===== src/rtl/alu_pipe.sv =====
// alu_pipe: two-stage pipelined WIDTH-bit ALU with valid/ready handshake, flags and carry chaining
module alu_pipe #(
  parameter int WIDTH      = 16,
  parameter bit SIGNED_CMP = 1'b0
) (
  input  logic             clk,
  input  logic             rst,
  input  logic             in_valid,
  output logic             in_ready,
  input  logic [WIDTH-1:0] a,
  input  logic [WIDTH-1:0] b,
  input  logic [3:0]       sel,
  output logic             out_valid,
  input  logic             out_ready,
  output logic [WIDTH-1:0] y,
  output logic             cout,
  output logic             zero,
  output logic             neg,
  output logic             ovf,
  output logic             bad_op
);
  localparam int SW = $clog2(WIDTH);
  localparam logic [3:0] OP_ADD = 4'b0000, OP_SUB = 4'b0001, OP_MIN = 4'b0010, OP_MAX = 4'b0011;
  localparam logic [3:0] OP_AND = 4'b0100, OP_OR = 4'b0101, OP_XOR = 4'b0110, OP_XNOR = 4'b0111;
  localparam logic [3:0] OP_ADDC = 4'b1000, OP_SUBB = 4'b1001, OP_SHL = 4'b1010, OP_SHR = 4'b1011;
  logic             stall;
  logic             s1_valid;
  logic [WIDTH-1:0] s1_a, s1_b;
  logic [3:0]       s1_sel;
  logic             cflag;
  logic [WIDTH:0]   sum, dif, shl, shr;
  logic             arith, cin, lt_ab, lt_ba;
  logic [WIDTH-1:0] r_y;
  logic             r_c, r_v, r_bad;
  assign stall    = out_valid & ~out_ready;
  assign in_ready = ~stall;
  always_ff @(posedge clk or posedge rst) begin
    if (rst) begin
      s1_valid <= 1'b0;
      s1_a     <= '0;
      s1_b     <= '0;
      s1_sel   <= '0;
    end else if (!stall) begin
      s1_valid <= in_valid;
      if (in_valid) begin
        s1_a   <= a;
        s1_b   <= b;
        s1_sel <= sel;
      end
    end
  end
  // Only ADDC/SUBB (sel[3]) consume the carry register; ADD/SUB start a fresh chain.
  always_comb begin
    arith = (s1_sel == OP_ADD) | (s1_sel == OP_SUB) | (s1_sel == OP_ADDC) | (s1_sel == OP_SUBB);
    cin   = s1_sel[3] & cflag;
    sum   = {1'b0, s1_a} + {1'b0, s1_b} + (WIDTH+1)'(cin);
    dif   = {1'b0, s1_a} - {1'b0, s1_b} - (WIDTH+1)'(cin);
    shl   = {1'b0, s1_a} << s1_b[SW-1:0];
    shr   = {s1_a, 1'b0} >> s1_b[SW-1:0];
    lt_ab = SIGNED_CMP ? ($signed(s1_a) < $signed(s1_b)) : (s1_a < s1_b);
    lt_ba = SIGNED_CMP ? ($signed(s1_b) < $signed(s1_a)) : (s1_b < s1_a);
    r_y   = '0;
    r_c   = 1'b0;
    r_bad = 1'b0;
    case (s1_sel)
      OP_ADD, OP_ADDC: {r_c, r_y} = sum;
      OP_SUB, OP_SUBB: {r_c, r_y} = dif;
      OP_MIN:  r_y = lt_ba ? s1_b : s1_a;
      OP_MAX:  r_y = lt_ab ? s1_b : s1_a;
      OP_AND:  r_y = s1_a & s1_b;
      OP_OR:   r_y = s1_a | s1_b;
      OP_XOR:  r_y = s1_a ^ s1_b;
      OP_XNOR: r_y = ~(s1_a ^ s1_b);
      OP_SHL:  {r_c, r_y} = shl;
      OP_SHR:  {r_y, r_c} = shr;
      default: r_bad = 1'b1;
    endcase
    // sel[0] distinguishes subtract: overflow needs differing operand signs there, equal signs for add.
    r_v = arith & ((s1_a[WIDTH-1] ^ s1_b[WIDTH-1]) == s1_sel[0]) & (r_y[WIDTH-1] ^ s1_a[WIDTH-1]);
  end
  always_ff @(posedge clk or posedge rst) begin
    if (rst) begin
      out_valid <= 1'b0;
      y         <= '0;
      cout      <= 1'b0;
      zero      <= 1'b0;
      neg       <= 1'b0;
      ovf       <= 1'b0;
      bad_op    <= 1'b0;
      cflag     <= 1'b0;
    end else if (!stall) begin
      out_valid <= s1_valid;
      if (s1_valid) begin
        y      <= r_y;
        cout   <= r_c;
        zero   <= r_y == '0;
        neg    <= r_y[WIDTH-1];
        ovf    <= r_v;
        bad_op <= r_bad;
        if (arith) cflag <= r_c;
      end
    end
  end
endmodule

===== config.mk =====
export PLATFORM = sky130hd
export DESIGN_NAME = alu_pipe
export DESIGN_NICKNAME = d
export VERILOG_FILES = /design/src/rtl/alu_pipe.sv
export SDC_FILE = /design/constraint.sdc
export NUM_CORES = 1
export LEC_CHECK = 0
export BUFFER_PORTS_ARGS = -buffer_cell sky130_fd_sc_hd__buf_2
export CORE_MARGIN = 2
export CORE_UTILIZATION = 50
export DETAILED_ROUTE_END_ITERATION = 6
export HOLD_SLACK_MARGIN = 0.06
export PLACE_DENSITY = 0.77
export SYNTH_ARGS = -nofsm -noshare
export SYNTH_HDL_FRONTEND = slang
export SYNTH_SLANG_ARGS = --single-unit

===== constraint.sdc =====
create_clock -name clk -period 7.45 [get_ports clk]
set_input_delay 1.49 -clock clk [delete_from_list [all_inputs] [get_ports clk]]
set_output_delay 1.49 -clock clk [all_outputs]
set_load 0.01 [all_outputs]

Yosys cells after proc, flatten, opt, wreduce, memory -nomap -nowiden --
Cells that the tools add are included.
Storage, ports and cells: bits in registers 60, bits of input ports 40, output and inout port bits 23, word-level logic and storage cells 60
Operators by class: add/sub/neg operators 4, $lt $le $gt $ge 2, equal/unequal tests 12, shift-type cells 2, muxes and demuxes 5, bitwise logic cells 15, reductions and logical operators 8
Operators with widths (number):
- 16-bit case mux with 10 select lines | 1
- 16-bit less-than comparator | 2
- 16-bit 2-to-1 mux | 2
- 16-bit by 16-bit adder with 17-bit output | 1
- 17-bit by 1-bit adder with 17-bit output | 1
- 16-bit by 4-bit << shifter with 17-bit output | 1
- 17-bit by 4-bit >> shifter with 17-bit output | 1
- 16-bit by 16-bit subtractor with 17-bit output | 1
- 17-bit by 1-bit subtractor with 17-bit output | 1
- 16-bit bitwise AND | 1
- 4-bit by 3-bit equality test with 1-bit output, second input constant | 4
- 4-bit equality test, second input constant | 4
- 16-bit zero test | 1
- 16-bit NOT | 1
- 16-bit bitwise OR | 1
- 16-bit bitwise XOR | 1
- 12-bit OR reduction | 1
- 4-bit by 2-bit equality test with 1-bit output, second input constant | 2
- 1-bit bitwise AND | 4
- 4-bit by 1-bit equality test with 1-bit output, second input constant | 1
- 4-bit zero test | 1
- 1-bit case mux with 4 select lines | 1
- 2-bit AND reduction | 2
- 2-bit OR reduction | 2
- 6 further kinds | 10

Depth between registers and ports, before layout --
depth in word-level cells 6, gate-level depth with buffers 16, depth with buffers taken out 15

Worst setup path after synthesis --
Ideal clock, no wire load.
kind flip-flop to flip-flop, start register s1_b[0], end register zero, setup time 0.104 ns, data arrival time 3.882 ns, required time 7.346 ns, slack 3.464 ns, stages on the path, launching flop included 16, buffers on the path 2, period minus slack after synthesis 3.986 ns, cells stage by stage dfrtp_1 -> buf_2 -> inv_1 -> buf_1 -> fa_1 -> fa_1 -> o21ai_0 -> a22oi_1 -> xnor2_1 -> nor2_1 -> a2111oi_0 -> o211ai_1 -> nor4b_1 -> nand4bb_1 -> or4_1 -> o41ai_2
On the way: cells in the longest elaborated chain, start to end 4, elaborated cells on any way between the ends 16, classes of those cells add/sub (4); order compare (2); shift (2); mux (3); bitwise (4); reduce/logical (1)
RTL lines:
- start, declared | RTL line 28 | logic [WIDTH-1:0] s1_a, s1_b;
- start signal, assigned | RTL line 41 | s1_b <= '0;
- start signal, assigned | RTL line 47 | s1_b <= b;
- 16-bit by 16-bit subtractor with 17-bit output, or another cell as far along | RTL line 57 | dif = {1'b0, s1_a} - {1'b0, s1_b} - (WIDTH+1)'(cin);
- 17-bit by 1-bit subtractor with 17-bit output, or another cell as far along | RTL line 57
- 16-bit case mux with 10 select lines * | RTL line 65 | case (s1_sel)
- 16-bit zero test * | RTL line 96 | zero <= r_y == '0;
- end signal, assigned | RTL line 86 | zero <= 1'b0;
- end signal, assigned | RTL line 96
- end, declared | RTL line 17 | output logic zero,
Every way passes the cells marked *; elsewhere a longest branch is shown, timed or not. A chain may end at the register's enable or synchronous reset.

Final worst setup path --
start register s1_a[7], end register zero
On the way: cells in the longest elaborated chain, start to end 4, elaborated cells on any way between the ends 16, classes of those cells add/sub (4); order compare (2); shift (2); mux (3); bitwise (4); reduce/logical (1)
RTL lines:
- start, declared | RTL line 28
- start signal, assigned | RTL line 40 | s1_a <= '0;
- start signal, assigned | RTL line 46 | s1_a <= a;
- 16-bit by 16-bit subtractor with 17-bit output, or another cell as far along | RTL line 57
- 17-bit by 1-bit subtractor with 17-bit output, or another cell as far along | RTL line 57
- 16-bit case mux with 10 select lines * | RTL line 65
- 16-bit zero test * | RTL line 96
Marked as above.

==> impl_results.md <==
- Full die area: 15300 um2
- DP HPWL: 17500 um
- Reg clk slew, reported paths: 0.05 ns
- Post-synth EDFFs: 0
- Ys Warns: 0
- Core Region: approximately 14000 um2
- Setup TNS: 0 ns
- Cell variety after synth: 70
- Starting Density: 51.3%
- Slew headroom: 33.1%
- Routed Antenna Nets: 0
- Crit path kind: register to register
- CP arrival: 5.13 ns
- RSZ-0062 raised after global routing: false
- Worst endpoint required time: 7.69 ns
- Postcts setup bufs: 0
- Final WL: 23200 um
- Final setup violation count: 0
- Mux share of post-synthesis cell area: 17.6%
- Post-CTS Hold Fix Bufs: 0
- Initial DRC count: 786
- Max Root-Sink Buffers: 2
- HP Class: register to register
- Async S/R FF share, synth: 100%
- Fin. Hold Viols: 0
- Cell accounting for the most synthesized area: dfrtp_1
- XOR/XNOR share of the synthesized area: under 10%
- Skew final: around 0.0052 ns
- Post-synthesis compound-gate area fraction: ~23%
- Pins over their slew limit: 0
- Static leakage: 3.53 nW
- Mapped Nets: 962
- Hold Slack: 0.479 ns
- Std-Cell Rows: 43
- Drt wl/cell: ~22 um
- GRT Total Usage: 31.1%
- H-tree levels: 3
- Syn avg cell area: 8.48 um2
- Max-cap violations: 0
- CP Launch Type: register
- Vias in the first global route: roughly 6300
- Antenna cell count: 0
- Root Buffer: clkbuf_16
- Delay-heaviest family, CP: compound AO/OA/AOI/OAI gates
- CTS tree: done
- Power after layout: 2.58 mW
- Initial antenna violation count: 0
- CP Buf/Inv Count: 1
- Worst Setup End Kind: register
- Number of vias per cell: 6.50
- FF+latch count, synth: 59
- Mapped Area: 7150 um2
- Global-route wire length before repair: 35700 um
- I/O pins: 63
- GPL Wtd Cong: approximately 1
- Drt drc: 1
- Mapped Cells: roughly 840
- Max incr delay on CP: between 0.5 and 0.6 ns
- Buffers added on ports: 62
- CTS buffer count: 9
- Share of layout cells above drive strength 1: 19.5%
- Die Height: around 120 um
- Grt ovf: 0
- Clock latency on the worst-skew pair: about 0.34 ns
- Main synth FF type: dfrtp_1
- DIE WIDTH: 124 um
- Least-Margin Pin Slew: 1.00 ns
- Pre-antenna DRT Iters: 7
- Critical path's slowest cell: dfrtp_1
- Crit share post-route: roughly 66%
- PD cells: 327 nW/um2
- Crit path cell chain: inv_1 -> ha_1 -> nor4_1 -> o21ai_0 -> a31oi_4 -> o21ai_2 -> a22o_1 -> a221o_1 -> nor3_1 -> nand2_1 -> or4_1 -> o41ai_2
- Clock Sinks: between 50 and 60
- Simple-Gate Fraction of Synth Area: 14.8%
- Violated checks: design-rule violations
- Sequential share of the synthesized area: 20.6%
- Pin count of the biggest net entering global routing: 60
- Main combinational cell family by area after synthesis: compound AO/OA/AOI/OAI gates
- Status: complete, but fails checks
- Worst VDD drop: 179 uV
- Top cells by count, synth: 72 x ha_1, 72 x nor2_1, 60 x nand2_1
- Post_cts resized: 0
- Final #Nets: 988
- Largest fanout on the critical path: 13
- Min cycle time layout: 4.89 ns
- Synth top area cells: dfrtp_1 21%, ha_1 13%, mux2_2 8.8%
- Synth top area share: about a fifth
- Via count: 6849
- FMAX: 0.204 GHz
- Area Growth Syn to Fin: 10.1%
- Synth Area in Adders: 14.6%
-- worst min-delay path, delay by kind of cell (launching register included) --
| kind | cells | cell delay (ns) |
|---|---|---|
| AND/OR/NAND/NOR | 1 | 0.05 |
| flip-flops | 1 | 0.34 |
| AO/OA/AOI/OAI | 1 | 0.06 |
-- sequential cells by signal, summed over array words and instances (netlist names), 4 cells and up --
signal	count
s1_sel	4
y	16
s1_b	16
s1_a	16
-- worst paths after layout --
| kind | start | end | slack, ns | cells after the start |
|---|---|---|---|---|
| worst min-delay path | y[13] | y[13] | 0.48 | 2 |
| worst max register to register | s1_a[7] | zero | 2.56 | 12 |
| min in group asynchronous | rst | s1_a[15] | 1.36 | 3 |
| max in group asynchronous | rst | s1_sel[1] | 5.58 | 3 |
| worst min register to register | y[13] | y[13] | 0.48 | 2 |
| worst max-delay path | s1_a[7] | zero | 2.56 | 12 |
-- cell type report --
| cell class | instances | area, um2 |
|---|---|---|
| inverters | 56 | 210 |
| flip-flops and latches | 59 | 1480 |
| clock inverters | 6 | 113 |
| fillers | 1238 | 6060 |
| repair buffers | 73 | 393 |
| well taps | 180 | 225 |
| clock buffers | 10 | 239 |
| multi-input cells | 670 | 5210 |
-- power by group --
group	leakage [nW]	total [mW]	internal, mW	switching (mW)
logic	2.65	1.56	0.631	0.925
registers	0.715	0.533	0.405	0.128
clock network	0.161	0.489	0.335	0.153
-- per-layer routing --
| layer | global-route usage (%) | routed length [um] | share of wire, % |
|---|---|---|---|
| met5 | 0 | 0 | 0 |
| met4 | 10.2 | 707 | 3.0 |
| met3 | 7.10 | 2380 | 10 |
| met2 | 46.4 | 9990 | 43 |
| met1 | 44.4 | 10200 | 44 |
-- per-stage QoR --
step | util, % | setup slack [ns] | cells | instance area [um2]
floorplan | - | 3.46 | 843 | 7150
global placement | 54.0 | 2.72 | 1038 | 7520
detailed placement | 54.0 | 2.65 | 1038 | 7520
CTS | 56.5 | 2.64 | 1054 | 7870
global route | 56.5 | 2.28 | 1054 | 7870
finish | 56.5 | 2.56 | 1054 | 7870
-- cell families after synthesis --
group / count (synthesis)
AOI/OAI and AO/OA: 236
and+or+nand+nor: 222
buffers and inverters: 114
muxes: 109
adders and majority gates: 79
DFF: 59
xor gates and xnor gates: 24
-- cells in the final DEF (no fill, tap or decap), types with 9 or more instances in the layout --
| cell type | n |
|---|---|
| a211oi_1 | 28 |
| a21oi_1 | 52 |
| a22o_1 | 11 |
| buf_2 | 62 |
| buf_4 | 11 |
| clkbuf_16 | 9 |
| dfrtp_1 | 58 |
| ha_1 | 72 |
| inv_1 | 54 |
| mux2_2 | 56 |
| mux2i_1 | 45 |
| nand2_1 | 60 |
| nand2b_1 | 9 |
| nor2_1 | 72 |
| nor2b_1 | 16 |
| nor3_1 | 24 |
| o211ai_1 | 16 |
| o21ai_0 | 40 |
| xnor2_1 | 15 |
| xor2_1 | 9 |
Note: power is estimated with default switching activity, not from simulation.
